`src/rtl/instruction_fetch_if.sv`:
```
// rtl/instruction_fetch_if.sv - instruction-fetch bus bundle (memory side + decode side)
// Purpose: groups the instruction-memory request bus and the decode handshake.
// Ports (signals):
//   imem_addr[7:0], imem_req         fetch unit -> instruction memory
//   imem_ack, imem_rdata[7:0]        instruction memory -> fetch unit
//   instruction[7:0], instr_pc[7:0],
//   instr_valid                      fetch unit -> decode/control
//   instr_ready, jump[7:0],
//   jump_target[7:0]                 decode/control -> fetch unit
// Modports: master = fetch unit, slave = memory/decode environment.
interface instruction_fetch_if;
    logic [7:0] imem_addr;
    logic       imem_req;
    logic       imem_ack;
    logic [7:0] imem_rdata;
    logic [7:0] instruction;
    logic       instr_valid;
    logic       instr_ready;
    logic [7:0] jump;
    logic [7:0] jump_target;
    logic [7:0] instr_pc;

    modport master (
        output imem_addr, imem_req, instruction, instr_valid, instr_pc,
        input  imem_ack, imem_rdata, instr_ready, jump, jump_target
    );

    modport slave (
        input  imem_addr, imem_req, instruction, instr_valid, instr_pc,
        output imem_ack, imem_rdata, instr_ready, jump, jump_target
    );
endinterface

```
`src/rtl/instruction_fetch.sv`:
```
// rtl/instruction_fetch.sv - three-state instruction fetch unit with redirect
// Purpose: fetches one instruction byte per PC from instruction memory, holds it
// for the decode stage until accepted, then advances the PC (or redirects).
// Ports:
//   clk                 sole clock, rising edge
//   rst                 synchronous, active-high reset
//   bus                 instruction_fetch_if.master (memory bus + decode handshake)
//   fetch_count[15:0]   accepted instructions, saturating   (IF_PERF_EN only)
//   stall_count[15:0]   stalled REQ/HOLD cycles, saturating (IF_PERF_EN only)
// Build option: define IF_PERF_EN to compile in the performance counters.
module instruction_fetch (
    input  logic                       clk,
    input  logic                       rst,
`ifdef IF_PERF_EN
    output logic [15:0]                fetch_count,
    output logic [15:0]                stall_count,
`endif
    instruction_fetch_if.master        bus
);

    typedef enum logic [1:0] {
        IDLE = 2'd0,
        REQ  = 2'd1,
        HOLD = 2'd2
    } state_t;

    state_t     state;
    logic [7:0] pc;
    logic [7:0] instr_q;
    logic [7:0] instr_pc_q;
    logic       instr_valid_q;
    logic       imem_req_q;

    // Accept can only happen in HOLD, where instr_valid is always set.
    logic accept;
    assign accept = (state == HOLD) && bus.instr_ready;

    assign bus.imem_addr   = pc;
    assign bus.imem_req    = imem_req_q;
    assign bus.instruction = instr_q;
    assign bus.instr_pc    = instr_pc_q;
    assign bus.instr_valid = instr_valid_q;

    always_ff @(posedge clk) begin
        if (rst) begin
            state         <= IDLE;
            pc            <= 8'h00;
            instr_q       <= 8'h00;
            instr_pc_q    <= 8'h00;
            instr_valid_q <= 1'b0;
            imem_req_q    <= 1'b0;
        end else begin
            case (state)
                IDLE: begin
                    state      <= REQ;
                    imem_req_q <= 1'b1;
                end
                REQ: begin
                    // Without ack the PC and request simply hold; no timeout.
                    if (bus.imem_ack) begin
                        instr_q       <= bus.imem_rdata;
                        instr_pc_q    <= pc;
                        instr_valid_q <= 1'b1;
                        imem_req_q    <= 1'b0;
                        state         <= HOLD;
                    end
                end
                HOLD: begin
                    // jump/jump_target are only looked at on the accept edge.
                    if (accept) begin
                        instr_valid_q <= 1'b0;
                        imem_req_q    <= 1'b1;
                        pc            <= (bus.jump != 8'h00) ? bus.jump_target : pc + 8'd1;
                        state         <= REQ;
                    end
                end
                default: begin
                    state         <= IDLE;
                    instr_valid_q <= 1'b0;
                    imem_req_q    <= 1'b0;
                end
            endcase
        end
    end

`ifdef IF_PERF_EN
    logic stall;
    assign stall = ((state == REQ) && !bus.imem_ack) || ((state == HOLD) && !bus.instr_ready);

    always_ff @(posedge clk) begin
        if (rst) begin
            fetch_count <= 16'h0000;
            stall_count <= 16'h0000;
        end else begin
            if (accept && (fetch_count != 16'hFFFF)) begin
                fetch_count <= fetch_count + 16'd1;
            end
            if (stall && (stall_count != 16'hFFFF)) begin
                stall_count <= stall_count + 16'd1;
            end
        end
    end
`endif

endmodule

```
`src/flat_wrapper.sv`:
```
// flat-port wrapper written by rule: the top's interface ports become plain ports
module instruction_fetch_flat 
  (clk, rst, bus_imem_addr, bus_imem_req, bus_instruction, bus_instr_valid, bus_instr_pc, bus_imem_ack, bus_imem_rdata, bus_instr_ready, bus_jump, bus_jump_target);
  instruction_fetch_if bus_i ();
  input  logic clk;
  input  logic rst;
  output wire logic [$bits(bus_i.imem_addr)-1:0] bus_imem_addr;
  output wire logic [$bits(bus_i.imem_req)-1:0] bus_imem_req;
  output wire logic [$bits(bus_i.instruction)-1:0] bus_instruction;
  output wire logic [$bits(bus_i.instr_valid)-1:0] bus_instr_valid;
  output wire logic [$bits(bus_i.instr_pc)-1:0] bus_instr_pc;
  input wire logic [$bits(bus_i.imem_ack)-1:0] bus_imem_ack;
  input wire logic [$bits(bus_i.imem_rdata)-1:0] bus_imem_rdata;
  input wire logic [$bits(bus_i.instr_ready)-1:0] bus_instr_ready;
  input wire logic [$bits(bus_i.jump)-1:0] bus_jump;
  input wire logic [$bits(bus_i.jump_target)-1:0] bus_jump_target;
  assign bus_imem_addr = bus_i.imem_addr;
  assign bus_imem_req = bus_i.imem_req;
  assign bus_instruction = bus_i.instruction;
  assign bus_instr_valid = bus_i.instr_valid;
  assign bus_instr_pc = bus_i.instr_pc;
  assign bus_i.imem_ack = bus_imem_ack;
  assign bus_i.imem_rdata = bus_imem_rdata;
  assign bus_i.instr_ready = bus_instr_ready;
  assign bus_i.jump = bus_jump;
  assign bus_i.jump_target = bus_jump_target;
  instruction_fetch u_core (.clk(clk), .rst(rst), .bus(bus_i));
endmodule
```
`config.mk`:
```
export PLATFORM = sky130hd
export DESIGN_NAME = instruction_fetch_flat
export DESIGN_NICKNAME = d
export VERILOG_FILES = /design/src/rtl/instruction_fetch_if.sv /design/src/rtl/instruction_fetch.sv /design/src/flat_wrapper.sv
export SDC_FILE = /design/constraint.sdc
export NUM_CORES = 1
export LEC_CHECK = 0
export ABC_AREA = 1
export CORE_ASPECT_RATIO = 1.4
export CORE_MARGIN = 2
export CORE_UTILIZATION = 44
export DETAILED_ROUTE_END_ITERATION = 8
export GPL_ROUTABILITY_DRIVEN = 1
export PLACE_DENSITY = 0.83
export SLEW_MARGIN = 20
export SYNTH_ARGS = -nofsm -noshare
export SYNTH_HDL_FRONTEND = slang
export SYNTH_SLANG_ARGS = --single-unit
```
`constraint.sdc`:
```
create_clock -name clk -period 3.4 [get_ports clk]
set_input_delay 0.34 -clock clk [delete_from_list [all_inputs] [get_ports clk]]
set_output_delay 0.34 -clock clk [all_outputs]
set_load 0.01 [all_outputs]
```
==> results of run 1 <==
[cell families after synthesis]
logic type	count (synthesis)	synth area share [%]
and+or+nand+nor	91	31.88
AOI/OAI and AO/OA	35	14.47
adders and majority gates	1	1.012
DFF	27	43.72
buffers and inverters	25	8.906
[metal layers]
| layer | up-vias | wire (microns) |
|---|---|---|
| li1 | 672 | - |
| met1 | 564 | 1301 |
| met2 | 34 | 1341 |
| met3 | 6 | 143 |
| met4 | 0 | 53 |
| met5 | - | 0 |
[sequential cells by signal (all words and copies together), names as in the netlist]
name / flops
u_core.bus.instr_pc: 8
u_core.bus.instruction: 8
u_core.state: 2
u_core.bus.imem_addr: 8
u_core.bus.instr_valid: 1
[placed cells by master (no fill, tap or decap)]
master,count
clkinv_4,1
nand3_1,12
clkdlybuf4s50_1,53
nand3b_1,1
clkinv_2,1
o21ai_0,17
nor2_1,30
clkinv_1,1
clkbuf_4,3
a21oi_2,1
nand2_1,43
nor2_2,2
ha_1,1
inv_1,18
dfxtp_1,27
nand3_4,1
a21oi_1,17
nor2_4,2
[per-stage QoR]
step	instances	utilization, %	power [mW]	area, sq um
floorplan	179	-	0.3981	1236
global placement	263	67.42	0.4711	1782
detailed placement	263	67.42	0.4717	1782
CTS	267	68.47	0.6061	1809
global route	267	68.47	0.6352	1809
finish	267	68.47	0.6024	1809
[final cells by class]
class / count / area share [%]
Clock inverter: 1 / 0.2766
Clock buffer: 3 / 1.245
Inverter: 20 / 4.426
Tap cell: 36 / 2.490
Multi-Input combinational cell: 127 / 32.37
Sequential cell: 27 / 29.88
Timing Repair Buffer: 53 / 29.32
[where the power goes]
part	total, mW	internal (mW)	switching, mW
clock network	0.138	0.0441	0.0937
logic	0.117	0.0694	0.0481
registers	0.347	0.335	0.0122
total	0.602	0.448	0.154
[final timing paths]
path	start	to	slack [ns]	depth (start not counted)
setup reg to reg	u_core.state[0]$_SDFFE_PP0P_	u_core.bus.instruction[7]$_SDFFE_PP0P_	1.86	5
hold reg to reg	u_core.bus.imem_addr[7]$_SDFFE_PP0P_	u_core.bus.imem_addr[7]$_SDFFE_PP0P_	0.51	2
hold / removal	u_core.bus.imem_addr[7]$_SDFFE_PP0P_	u_core.bus.imem_addr[7]$_SDFFE_PP0P_	0.51	2
setup / recovery	u_core.bus.imem_addr[2]$_SDFFE_PP0P_	bus_imem_addr[2]	1.67	1
==> impl_metrics.ini, run 1 <==
[clock_tree]
cts_tree = built
clock_latency_ns = 0.32
cts_root_buf = clkbuf_4
clk_pin_slew_ns = 0.15
htreeDepth = 1
postCtsHoldBufs = 0
numCtsBuffers = 3
post-cts-setup-buffers = 0
cts_resized = 0
clock_sinks = 27
cts_buffer_depth = 2

[flow_run]
maxCapViolCount = 0

[place]
dpl.hpwl_microns = 2143
gp_congestion = 0.8884
dp_slack_ns = 1.403
numPortBuffers = 53

[final_layout]
drive_gt1_share_pct = 4.762
layout.nets = 261
regArea_sq_um = 540.5
area_delta_synth_final_pct = 46.36
fillers = 247
multi_input_area_sq_um = 585.6
num_antenna_cells = 0

[drt]
wl_per_cell_microns = 10.64
dr_total_vias = 1276
drc = 0
postRouteAntennaNets = 0
drtIter0Drc = 29
drt_first_pass_iters = 4
vias_per_cell = 4.779
drt-total-wl_microns = 2840

[worst_setup_path]
setup.worst_path.class = reg -> out
end_kind = output pin
crit_buf_inv = 1
arrival_ns = 1.39
start_kind = register
path_max_fanout = 7
max_stage_delay_ns = 0.58
timing.critical_path.cells = clkdlybuf4s50_1
cp_top_family = buffers and inverters
required_ns = 3.06
crit_path_top_delay_cell = clkdlybuf4s50_1

[floorplanning]
core_sq_mm = 0.002643
start_util_pct = 46.78
num_rows = 22
io_pins = 54
dieHeight_microns = 66.72
die-area_sq_mm = 0.003255
die-width_microns = 48.80

[grt]
grtUsageMet1_pct = 22.64
grt.busiest_layer = met2
grtUsageMet2_pct = 32.19
first_global_vias = 1150
globalRouteTotalUtil_pct = 18.86
grt_overflow = 0
grt_max_degree = 26
antenna_found_initial = 0
use_met3_pct = 3.139
grt_pass1_wl_microns = 4878

[sta]
period_needed_ns = 1.730
report.final.slew_viol_count = 0
fin_skew_ns = 0.003942
setup_ws_ns = 1.670
finalSetupViolCount = 0
hold_ws_ns = 0.5116
clock.fmax_mhz = 578.0
hold_viol = 0
fin_tns_setup_ns = 0
slew_headroom_pct = 67.42
fin_crit_sh_pct = 50.89
rsz0062_at_grt = no
worst_pin_slew_ns = 0.4882

[synth]
synth_top_cell_area_share_pct = 43.72
syn_area_per_cell_sq_um = 6.906
async_flop_share_pct = 0
synth_edf_count = 0
synth_area_leaders = dfxtp_1 44%, nand2_1 13%, nor2_1 9.1%
synth_fp_nets = 208
synth_seq_cells = 27
synth_cell_types = 18
seq_area_frac_synth_pct = 43.72
synth_area_leader_cell = dfxtp_1
netlist_instances = 179
syn_area_sq_mm = 0.001236
yosysMostFrequentCell = nand2_1
ys.flop_type = dfxtp_1
yosys_warnings = 0
synth_common_cells = 43 x nand2_1, 30 x nor2_1, 27 x dfxtp_1, 18 x inv_1

[power_and_ir_drop]
p_per_area_mw_per_mm2 = 332.9
p_leak_nw = 0.7127
ir_drop_mv = 0.3357

[run_status]
status = complete, no violations

[hold_path]
hold_class = reg -> reg
Note: power is estimated with default switching activity, not from simulation.
==> run 2: changes to the inputs <==
--- a/config.mk
+++ b/config.mk
@@ -8,10 +8,10 @@
 export ABC_AREA = 1
 export CORE_ASPECT_RATIO = 1.4
 export CORE_MARGIN = 2
-export CORE_UTILIZATION = 44
+export CORE_UTILIZATION = 41
 export DETAILED_ROUTE_END_ITERATION = 8
 export GPL_ROUTABILITY_DRIVEN = 1
-export PLACE_DENSITY = 0.83
+export PLACE_DENSITY = 0.78
 export SLEW_MARGIN = 20
 export SYNTH_ARGS = -nofsm -noshare
 export SYNTH_HDL_FRONTEND = slang
==> constraint.sdc (replaced) <==
create_clock -name clk -period 1.6 [get_ports clk]
set_input_delay 0.16 -clock clk [delete_from_list [all_inputs] [get_ports clk]]
set_output_delay 0.16 -clock clk [all_outputs]
set_load 0.01 [all_outputs]
==> impl_metrics.ini, run 2 (synthesized netlist as in run 1, its figures left out) <==
[worst_setup_path]
setup.worst_path.class = reg -> out
crit_path_top_delay_cell = clkdlybuf4s50_1
arrival_ns = 1.30
start_kind = register
required_ns = 1.44
cp_top_family = buffers and inverters
end_kind = output pin
timing.critical_path.cells = clkdlybuf4s50_1
max_stage_delay_ns = 0.58
crit_buf_inv = 1
path_max_fanout = 7

[floorplanning]
start_util_pct = 42.96
die-area_sq_mm = 0.003476
num_rows = 23
dieHeight_microns = 68.97
core_sq_mm = 0.002878
io_pins = 54
die-width_microns = 50.41

[drt]
dr_total_vias = 1263
wl_per_cell_microns = 10.73
drt-total-wl_microns = 2908
drt_first_pass_iters = 4
wl_met1_microns = 1282
met3_length_microns = 233
drc = 0
vias_per_cell = 4.661
top_layer_used = met4
drtIter0Drc = 28
dr_wl_met2_microns = 1324
postRouteAntennaNets = 0

[clock_tree]
numCtsBuffers = 3
postCtsHoldBufs = 0
clock_sinks = 27
cts_tree = built
cts_buffer_depth = 2
cts_resized = 0
post-cts-setup-buffers = 0
clk_pin_slew_ns = 0.09
clock_latency_ns = 0.27
cts_root_buf = clkbuf_8
htreeDepth = 1

[place]
dpl.hpwl_microns = 2158
gp_congestion = 0.8364
place_area_sq_mm = 0.001805
numPortBuffers = 53

[final_layout]
layout_commonest_cell = clkdlybuf4s50_1
num_antenna_cells = 0
finalInstanceArea_sq_mm = 0.001851
fillers = 260
layout.nets = 264
drive_gt1_share_pct = 5.556
area_delta_synth_final_pct = 49.70
layout_common_cells = 53 x clkdlybuf4s50_1, 43 x nand2_1, 30 x nor2_1, 27 x dfxtp_1, 18 x inv_1

[sta]
finalSetupViolCount = 0
rsz0062_at_grt = no
fin_tns_setup_ns = 0
clock.fmax_mhz = 683.0
fin_crit_sh_pct = 91.51
hold_viol = 0
fin_skew_ns = 0.003265
report.final.slew_viol_count = 0
slew_headroom_pct = 64.76
hold_ws_ns = 0.4629
period_needed_ns = 1.464
worst_pin_slew_ns = 0.5280

[flow_run]
maxCapViolCount = 0

[power_and_ir_drop]
switching_share_pct = 24.33
p_per_area_mw_per_mm2 = 743.0
intPower_mw = 1.040
combPwrFrac_pct = 18.6
p_seq_share_pct = 53.4
ir_drop_mv = 0.6380
switching_power_mw = 0.3345
p_leak_nw = 0.7333
clkPwrFrac_pct = 28.0

[grt]
grt_max_degree = 22
first_global_vias = 1186
grt_pass1_wl_microns = 4912
globalRouteTotalUtil_pct = 18.33
grt_overflow = 0
antenna_found_initial = 0

[run_status]
status = complete, no violations

[hold_path]
hold_class = in -> reg
[run 2: cell types whose count changed in the layout (fill, tap and decap cells not counted), sizes merged]
cell    change
buf         +3
clkbuf      +1
clkinv      -1
[run 2: area by class of cell]
cell class | instances | area [sq um] | area share [%]
sequential | 27 | 540.5 | 29.21
inverter | 20 | 80.08 | 4.327
tap | 37 | 46.29 | 2.502
multi-input combinational | 127 | 585.6 | 31.64
clock buffer | 4 | 45.04 | 2.434
timing repair buffer | 56 | 553.0 | 29.89
[run 2: metal layers]
metal	vias to the layer above	global-route usage, %
li1	680	-
met1	534	21.63
met2	42	31.91
met3	7	3.879
met4	0	8.446
met5	-	0
[run 2: final timing paths]
kind	slack [ns]	to	depth (start not counted)	from
worst min register to register	0.50	u_core.bus.imem_addr[7]$_SDFFE_PP0P_	2	u_core.bus.imem_addr[7]$_SDFFE_PP0P_
worst max-delay path	0.14	bus_imem_addr[2]	1	u_core.bus.imem_addr[2]$_SDFFE_PP0P_
worst min-delay path	0.46	u_core.bus.instruction[2]$_SDFFE_PP0P_	3	bus_imem_rdata[2]
worst max register to register	0.31	u_core.bus.imem_addr[6]$_SDFFE_PP0P_	8	u_core.bus.imem_addr[0]$_SDFFE_PP0P_
[run 2: metrics by stage]
stage	power [mW]	utilization [%]	cells	setup slack, ns
after floorplan	0.8460	-	179	0.4140
after global placement	1.006	62.74	267	0.09642
after detailed placement	1.007	62.74	267	0.1023
after CTS	1.382	64.30	271	0.1306
after global routing	1.436	64.30	271	0.09115
final	1.375	64.30	271	0.1358
[run 2: power by group through the flow]
stage	clock [mW]	combinational, mW	sequential, mW
finish	0.384	0.256	0.735
detailed placement	0	0.257	0.750
global placement	0	0.255	0.751
CTS	0.388	0.259	0.735
global route	0.410	0.286	0.741
floorplan	0	0.0799	0.766
==> run 3: changes to the inputs <==
--- a/config.mk
+++ b/config.mk
@@ -6,6 +6,7 @@
 export NUM_CORES = 1
 export LEC_CHECK = 0
 export ABC_AREA = 1
+export CAP_MARGIN = 10
 export CORE_ASPECT_RATIO = 1.4
 export CORE_MARGIN = 2
 export CORE_UTILIZATION = 41
==> results of run 3 <==
No change in the layout: final DEF, timing and power equal those of run 2.
